**src/rtl/status_register_unit.sv**
```systemverilog
// ---------------------------------------------------------------------------
// status_register_unit
//
// Holds the NZCV condition flags of the integer pipeline. Each cycle the
// unit derives candidate flags from the ALU/shifter results of the current
// data-processing instruction. It then commits either those flags or a
// direct (MSR-style) write value, and signals every commit with a one-cycle
// pulse.
//
// Ports
//   Clk            in   rising-edge clock
//   Reset          in   synchronous active-high reset
//   ALU_Result     in   [31:0] result of the current operation
//   ALU_Cout       in   ALU carry-out (NOT borrow for subtracts)
//   Shifter_Cout   in   shifter carry-out, used by logical ops
//   Op_A31/Op_B31  in   sign bits of operand A (Rn) and B (shifter operand)
//   ALU_Op         in   [3:0] data-processing opcode
//   S_Bit          in   set-flags bit
//   Cond_Pass      in   condition test passed
//   Valid          in   stage holds a real instruction
//   Stall          in   pipeline hold; freezes the flags
//   Flag_We        in   direct flag write enable
//   Flag_In        in   [3:0] direct write value {N,Z,C,V}
//   N_/Zero_/C_/V_ out  registered flags
//   *_nx           out  combinational value the flags take on the next edge
//   Flags_Updated  out  registered pulse, high the cycle after any commit
// ---------------------------------------------------------------------------
module status_register_unit (
    input  logic        Clk,
    input  logic        Reset,
    input  logic [31:0] ALU_Result,
    input  logic        ALU_Cout,
    input  logic        Shifter_Cout,
    input  logic        Op_A31,
    input  logic        Op_B31,
    input  logic [3:0]  ALU_Op,
    input  logic        S_Bit,
    input  logic        Cond_Pass,
    input  logic        Valid,
    input  logic        Stall,
    input  logic        Flag_We,
    input  logic [3:0]  Flag_In,
    output logic        N_,
    output logic        Zero_,
    output logic        C_,
    output logic        V_,
    output logic        N_nx,
    output logic        Zero_nx,
    output logic        C_nx,
    output logic        V_nx,
    output logic        Flags_Updated
);

    typedef enum logic [1:0] {
        CLS_LOGIC = 2'd0,
        CLS_ADD   = 2'd1,
        CLS_SUB   = 2'd2,
        CLS_RSUB  = 2'd3
    } op_class_e;

    // Opcode to flag-class mapping. All sixteen encodings are covered; the
    // default arm collects the eight logical opcodes.
    function automatic op_class_e classify(input logic [3:0] op);
        op_class_e cls;
        case (op)
            4'b0100, 4'b0101, 4'b1011: cls = CLS_ADD;   // ADD ADC CMN
            4'b0010, 4'b0110, 4'b1010: cls = CLS_SUB;   // SUB SBC CMP
            4'b0011, 4'b0111:          cls = CLS_RSUB;  // RSB RSC
            default:                   cls = CLS_LOGIC; // AND EOR TST TEQ ORR MOV BIC MVN
        endcase
        return cls;
    endfunction

    // Signed overflow from operand/result sign bits. For reverse subtracts
    // the minuend is B, so the result sign is compared against B.
    function automatic logic overflow(input op_class_e cls,
                                      input logic      a31,
                                      input logic      b31,
                                      input logic      r31,
                                      input logic      v_cur);
        logic v;
        case (cls)
            CLS_ADD:  v = (a31 == b31) && (r31 != a31);
            CLS_SUB:  v = (a31 != b31) && (r31 != a31);
            CLS_RSUB: v = (a31 != b31) && (r31 != b31);
            default:  v = v_cur;
        endcase
        return v;
    endfunction

    // Flag vector packing is {N,Z,C,V} throughout.
    logic [3:0] flags_q;
    logic [3:0] flags_d;
    logic       upd_q;
    logic       upd_d;

    op_class_e  op_cls;
    logic [3:0] alu_flags;
    logic       alu_upd;
    logic       dir_upd;

    assign op_cls  = classify(ALU_Op);
    assign alu_upd = Valid & S_Bit & Cond_Pass & ~Stall;
    assign dir_upd = Flag_We & ~Stall;

    always_comb begin
        alu_flags[3] = ALU_Result[31];
        alu_flags[2] = (ALU_Result == 32'h0000_0000);
        alu_flags[1] = (op_cls == CLS_LOGIC) ? Shifter_Cout : ALU_Cout;
        alu_flags[0] = overflow(op_cls, Op_A31, Op_B31, ALU_Result[31], flags_q[0]);
    end

    // Direct write wins over an ALU update; with neither, the flags hold.
    always_comb begin
        flags_d = flags_q;
        upd_d   = 1'b0;
        if (dir_upd) begin
            flags_d = Flag_In;
            upd_d   = 1'b1;
        end else if (alu_upd) begin
            flags_d = alu_flags;
            upd_d   = 1'b1;
        end
    end

    // Reset discards whatever commit is presented on the same edge.
    always_ff @(posedge Clk) begin
        if (Reset) begin
            flags_q <= 4'b0000;
            upd_q   <= 1'b0;
        end else begin
            flags_q <= flags_d;
            upd_q   <= upd_d;
        end
    end

    assign N_            = flags_q[3];
    assign Zero_         = flags_q[2];
    assign C_            = flags_q[1];
    assign V_            = flags_q[0];
    assign N_nx          = flags_d[3];
    assign Zero_nx       = flags_d[2];
    assign C_nx          = flags_d[1];
    assign V_nx          = flags_d[0];
    assign Flags_Updated = upd_q;

endmodule
```
**config.mk**
```make
export PLATFORM = sky130hd
export DESIGN_NAME = status_register_unit
export DESIGN_NICKNAME = d
export VERILOG_FILES = /design/src/rtl/status_register_unit.sv
export SDC_FILE = /design/constraint.sdc
export NUM_CORES = 1
export LEC_CHECK = 0
export CAP_MARGIN = 15
export CORE_MARGIN = 2
export CORE_UTILIZATION = 27
export CTS_BUF_LIST = sky130_fd_sc_hd__clkbuf_4 sky130_fd_sc_hd__clkbuf_8 sky130_fd_sc_hd__clkbuf_16
export CTS_CLUSTER_SIZE = 24
export DETAILED_ROUTE_END_ITERATION = 8
export PLACE_DENSITY = 0.84
export SLEW_MARGIN = 10
export SYNTH_ARGS = -nofsm -noshare
export SYNTH_HDL_FRONTEND = slang
export SYNTH_SLANG_ARGS = --single-unit
```
**constraint.sdc**
```tcl
create_clock -name Clk -period 2.4 [get_ports Clk]
set_input_delay 0.24 -clock Clk [delete_from_list [all_inputs] [get_ports Clk]]
set_output_delay 0.24 -clock Clk [all_outputs]
set_load 0.005 [all_outputs]
```
==> results_dict.tcl <==
set metrics [dict create \
    synth.net_count 110 \
    powerDensity_nw_per_um2 301 \
    root_buffer "clkbuf_4" \
    synth_edf_count 0 \
    htree_num_levels 1 \
    wire_per_inst_um 12.8 \
    p_seq_share_pct 24.9 \
    grt_pass1_vias 745 \
    met2_length_mm 1.01 \
    worstSkewPairLatency_ps 240 \
    synth_flop_cell "dfxtp_1" \
    path_max_fanout 6 \
    grt_remaining_overflow 0 \
    syn_area_per_cell_um2 8.16 \
    placedCellCount 149 \
    pre_cts_slack_ps -97.0 \
    ys_ff_latch 5 \
    fin_ws_ps 174 \
    antenna_cells 0 \
    synth_top_area_share_pct 20.8 \
    dr.pass1.iters 5 \
    fin_cells 153 \
    finalSetupViolCount 0 \
    hpwl_mm 1.61 \
    p_leak_nw 0.484 \
    hold_depth 3 \
    timing.hold.ws_ps 679 \
    status "complete, no violations" \
    drt_iter0_markers 3 \
    post-route-period-util_pct 92.7 \
    wirelength_mm 1.96 \
    initial_core_util_pct 28.2 \
    ir_worst_vdd_mv 0.321 \
    die-height_um 46.2 \
    die_w_um 46.2 \
    antenna_found_initial 0 \
    async_flop_share_pct 0 \
    power_frac_comb_pct 45.3 \
    worst_pin_slew_ps 337 \
    ys_top_cells_by_area "dfxtp_1, nor4_1, nand2b_1" \
    swShare_pct 24.0 \
    drc 0 \
    io_pins 60 \
    r2r_cells 4 \
    start_kind "input port" \
    hold_buffers 0 \
    synthesis.instances 59 \
    finalClockSkew_ps 0 \
    viasPerCell 5.18 \
    drv_cap 0 \
    grt_first_pass_wirelength_mm 2.91 \
    area_growth_pct 151 \
    dieArea_um2 2140 \
    clkPwrFrac_pct 29.7 \
    hold_viol_final 0 \
    p_sw_mw 0.0876 \
    grt_max_degree 8 \
    syn_area_um2 482 \
    routabilityCongestion 0.691 \
    highest_layer "met4" \
    wl_met1_um 726 \
    portBuffers 59 \
    cts.clk_slew.worst_paths_ps 40 \
    fin_crit_ps 2230 \
    grtUsageTotal_pct 19.1 \
    clock-sinks 5 \
    yosysSeqAreaShare_pct 20.8 \
    cts_tree "built" \
    worst-endpoint-arrival_ps 1990 \
    yosysTopAreaCell "dfxtp_1" \
    finalMaxSlewViolations 0 \
    hold_path_class "reg2reg" \
    synth.distinct_cells 31 \
    drive_gt1_share_pct 17.2 \
    critical_path.endpoint_type "output pin" \
    design_power_total_mw 0.364 \
    ys_warn_count 0 \
    fin_tns_setup_ps 0 \
    core_area_um2 1710 \
    vias 792 \
    fp-row-count 15 \
    num-nets-final 180 \
    drtAntennaViolNets 0 \
    timing.fmax_ghz 0.449 \
    required_ps 2160 \
    intPower_mw 0.277 \
    cts_buffer_depth 2 \
    relSlewSlack_pct 77.3 \
    critPathKind "in2out" \
    wl_met3_um 204 \
    numCtsBuffers 3 \
]
==> through the flow <==
step / utilization [%] / area (um2)
4_1_cts: 69.2 / 1180
5_1_grt: 70.8 / 1210
2_1_floorplan: - / 482
6_report: 70.8 / 1210
3_5_place_dp: 67.3 / 1150
3_3_place_gp: 67.3 / 1150
==> timing repair <==
action                     in CTS  in global routing
pin swaps                       0                  1
setup endpoints to repair       2                  2
resized for setup               2                  7
buffers inserted                0                  0
==> layout by cell type, fill, tap and decap left out, types with 3 or more instances in the layout <==
cell type	n
nor2b_1	4
dfxtp_1	5
nand2_1	3
clkdlybuf4s50_1	56
buf_4	6
o21ai_0	3
nor4_1	7
clkbuf_4	4
nand2b_1	6
==> final timing paths <==
kind	startpoint	end	slack [ps]
setup / recovery	ALU_Op[3]	C_nx	170
hold / removal	flags_q[1]	flags_q[1]	680
setup reg to reg	flags_q[0]	flags_q[0]	1380
hold reg to reg	flags_q[1]	flags_q[1]	680
==> routing by layer <==
layer	track usage (%)	vias to the layer above
met5	0	-
met4	6.29	0
met3	5.49	2
met2	35.8	44
met1	20.0	366
li1	-	380
==> flip-flops by register name (all words and copies together), names as in the netlist <==
signal / cells
Flags_Updated: 1
flags_q: 4
==> layout make-up <==
class	count	area, um2
Timing Repair Buffer	65	639
Fill cell	126	499
Multi-Input combinational cell	54	408
Sequential cell	5	100
Tap cell	25	31.3
Clock buffer	4	30.0
==> cells in the mapped netlist (2+ instances only) <==
master / count
o22ai_1: 2
nor4_1: 9
dfxtp_1: 5
a21oi_1: 2
nand2b_1: 6
nor2b_1: 4
mux2i_1: 2
nand2_1: 3
a211oi_1: 2
o21ai_0: 3
==> logic make-up (layout without fill, tap and decap cells) <==
group                  after synthesis  after routing  synth area share [%]
AOI/OAI and AO/OA                   17             17                  23.6
buffers and inverters                0             69                     0
muxes                                2              2                  4.16
and+or+nand+nor                     35             35                  51.4
DFF                                  5              5                  20.8
==> worst max-delay path, cell delays in order <==
cell             delay, ps
clkdlybuf4s50_1        420
and2_2                 260
nor3b_1                250
o31ai_2                110
o21ai_0                170
clkdlybuf4s50_1        530
==> power by group through the flow <==
stage / logic [mW] / clock network (mW) / registers, mW
2_1_floorplan: 0.0382 / 0 / 0.0921
3_3_place_gp: 0.158 / 0 / 0.0920
3_5_place_dp: 0.161 / 0 / 0.0922
4_1_cts: 0.162 / 0.110 / 0.0907
5_1_grt: 0.177 / 0.118 / 0.0913
6_report: 0.165 / 0.108 / 0.0908
Power figures use the tool's default switching activity.
==> variant, RTL diff (config.mk and constraints unchanged) <==
Put one more register stage on the output `Flags_Updated`, cleared by the reset. The value now appears one clock later. The other outputs are not delayed to match. Comments in the files are not updated.
--- a/src/rtl/status_register_unit.sv
+++ b/src/rtl/status_register_unit.sv
@@ -144,3 +144,9 @@
     assign V_nx          = flags_d[0];
-    assign Flags_Updated = upd_q;
+    always_ff @(posedge Clk) begin
+        if (Reset) begin
+            Flags_Updated <= '0;
+        end else begin
+            Flags_Updated <= upd_q;
+        end
+    end
 
Behaviour: not the same (Yosys sat finds a counterexample within 4 cycles, from zero or initial values and one cycle with Reset high).
==> variant against the original RTL <==
Power grew 1.8%; synthesized area increased by 5.5%; critical path depth decreased by 1; cell area grew 3.3%; wire length increased by 6.1%; sequential cell count up 1; setup slack gained 0.0039 ns; sequential share of layout area grew 1.3 points; hold slack got worse by 0.26 ns; highest routed layer unchanged.
==> variant: results (changes against the original RTL) <==
| Metric | Value |
|---|---|
| Status | finished, final reports clean |
| Synth cell types | 31 (unchanged) |
| Multi-input logic area | 413 um2 (+1.2%) |
| CLK BUF | 3 (-1) |
| Hold_ws | 0.422 ns (-0.257 ns) |
| First-pass GRT wire length | 3080 um (+5.7%) |
| Wirelength per Cell | 13.2 um (+3.4%) |
| Clock skew | 0.0000304 ns (+0.0000304 ns) |
| Gpl congestion | 0.748 (+8.3%) |
| Layout cells sized above 1 | 17.4% (+0.24 points) |
| Min-delay src | Stall |
| Final #Nets | 185 (+2.8%) |
| WL met1 | 694 um (-4.4%) |
| Synthesized Nets | 112 (+1.8%) |
| Dpl cell area | 0.00117 mm2 (+2.3%) |
| Int Power | 0.281 mW (+1.5%) |
| Register area | 120 um2 (+20%) |
| Synth top area cells | dfxtp_1 24%, nor4_1 11%, nand2b_1 7.4%, nor2b_1 6.2%, nand4b_4 4.7% |
| Slew headroom | 75.8% (-1.5 points) |
| R2r setup slk | 1.31 ns (-0.07 ns) |
| Number of global-route vias before repair | 810 (+8.7%) |
| DR WL met3 | 201 um (-1.5%) |
| Initial detailed-routing violation count | 2 (-1) |
| Delay-heaviest family, CP | simple AND/OR/NAND/NOR gates |
| Comb_multi_in | 55 (+1.9%) |
| Reg2Reg Depth | 5 (+1) |
| Syn-to-layout area delta | 146% |
| Maxcap violations | 0 (unchanged) |
| Filler cells | 155 (+23%) |
| Slowest CP cell | or4_1 |
| Cell count after placement | 151 (+1.3%) |
| Buffers excl. clock | 68 (+4.6%) |
| Max VDD drop | 219 uV (-32%) |
| Via-to-Cell Ratio | 5.08 (-1.9%) |
| Reg2reg start | flags_q[0] |
| Non-clock buffer share | 53.0% (+0.11 points) |
| Met2 Wirelength | 1150 um (+13%) |
| Post-detail-place hpwl | 1760 um (+9.2%) |
| Avg Cell Area, Syn | 8.33 um2 (+2.0%) |
| Ys Warns | 0 (unchanged) |
| Gr usage total | 19.7% (+0.60 points) |
| Clock network contribution to total cell area | 1.80% (-0.68 points) |
| Hold Path Class | in -> reg |
| Critical path peak fanout | 2 (-4) |
| CTS sink count | 6 (+1) |
| Lkg Pwr | 0.505 nW (+4.3%) |
| Worst EP arrival | 1.98 ns |
| Commonest cells post-synth | 9 x nor4_1, 6 x dfxtp_1, 6 x nand2b_1 |
| Hold worst-path end | flags_q[1] |
| Clk buf depth | 2 (unchanged) |
| Seq/Total Area, Yosys | 23.6% (+2.9 points) |
| Drt first pass iters | 3 (-2) |
| Pre-CTS WS | -0.0906 ns (+0.00640 ns) |
| WL final | 2080 um (+6.1%) |
==> variant: changes by cell type in the layout (fill, tap and decap cells not counted), sizes merged <==
cell    delta
buf        +3
clkbuf     -1
nor2b      +1
dfxtp      +1
==> variant: kinds of logic (layout without fill, tap and decap cells) <==
family / after synthesis / count (layout) / share of synthesized area [%]
AO/OA/AOI/OAI: 17 / 17 / 22.4
AND/OR/NAND/NOR: 36 / 36 / 50.0
flip-flops: 6 / 6 / 23.6
multiplexers: 2 / 2 / 3.94
buffers and inverters: 0 / 71 / 0
==> variant: tightest hold or removal path, delay by kind of cell <==
family | cells | cell delay, ns
buffers and inverters | 1 | 0.13
AOI/OAI and AO/OA | 2 | 0.25
==> variant: layer usage <==
metal	GRT usage, %	up-vias
li1	-	387
met1	17.6	360
met2	39.5	44
met3	7.69	6
met4	6.11	0
met5	0	-
==> variant: how the worst max path moves through the flow <==
stage,startpoint,to,slack (ns)
floorplan,ALU_Result[10],Zero_nx,0.80
global placement,ALU_Result[10],Zero_nx,-0.07
detailed placement,ALU_Result[10],Zero_nx,-0.09
CTS,ALU_Op[2],V_nx,0.002
global route,ALU_Op[2],C_nx,0.03
finish,ALU_Result[10],Zero_nx,0.18
==> variant: power groups by stage <==
stage | clock network (mW) | registers [mW] | logic [mW]
5_1_grt | 0.0995 | 0.108 | 0.184
3_5_place_dp | 0 | 0.109 | 0.161
3_3_place_gp | 0 | 0.109 | 0.158
4_1_cts | 0.0934 | 0.108 | 0.164
6_report | 0.0928 | 0.108 | 0.171
2_1_floorplan | 0 | 0.110 | 0.0386
==> variant: what timing repair did <==
| action | 4_1_cts | 5_1_grt |
|---|---|---|
| pin swaps | 0 | 1 |
| buffers inserted | 1 | 2 |
| resized for setup | 2 | 6 |
| endpoints found under the setup margin | 2 | 2 |
| hold buffers | 0 | 0 |
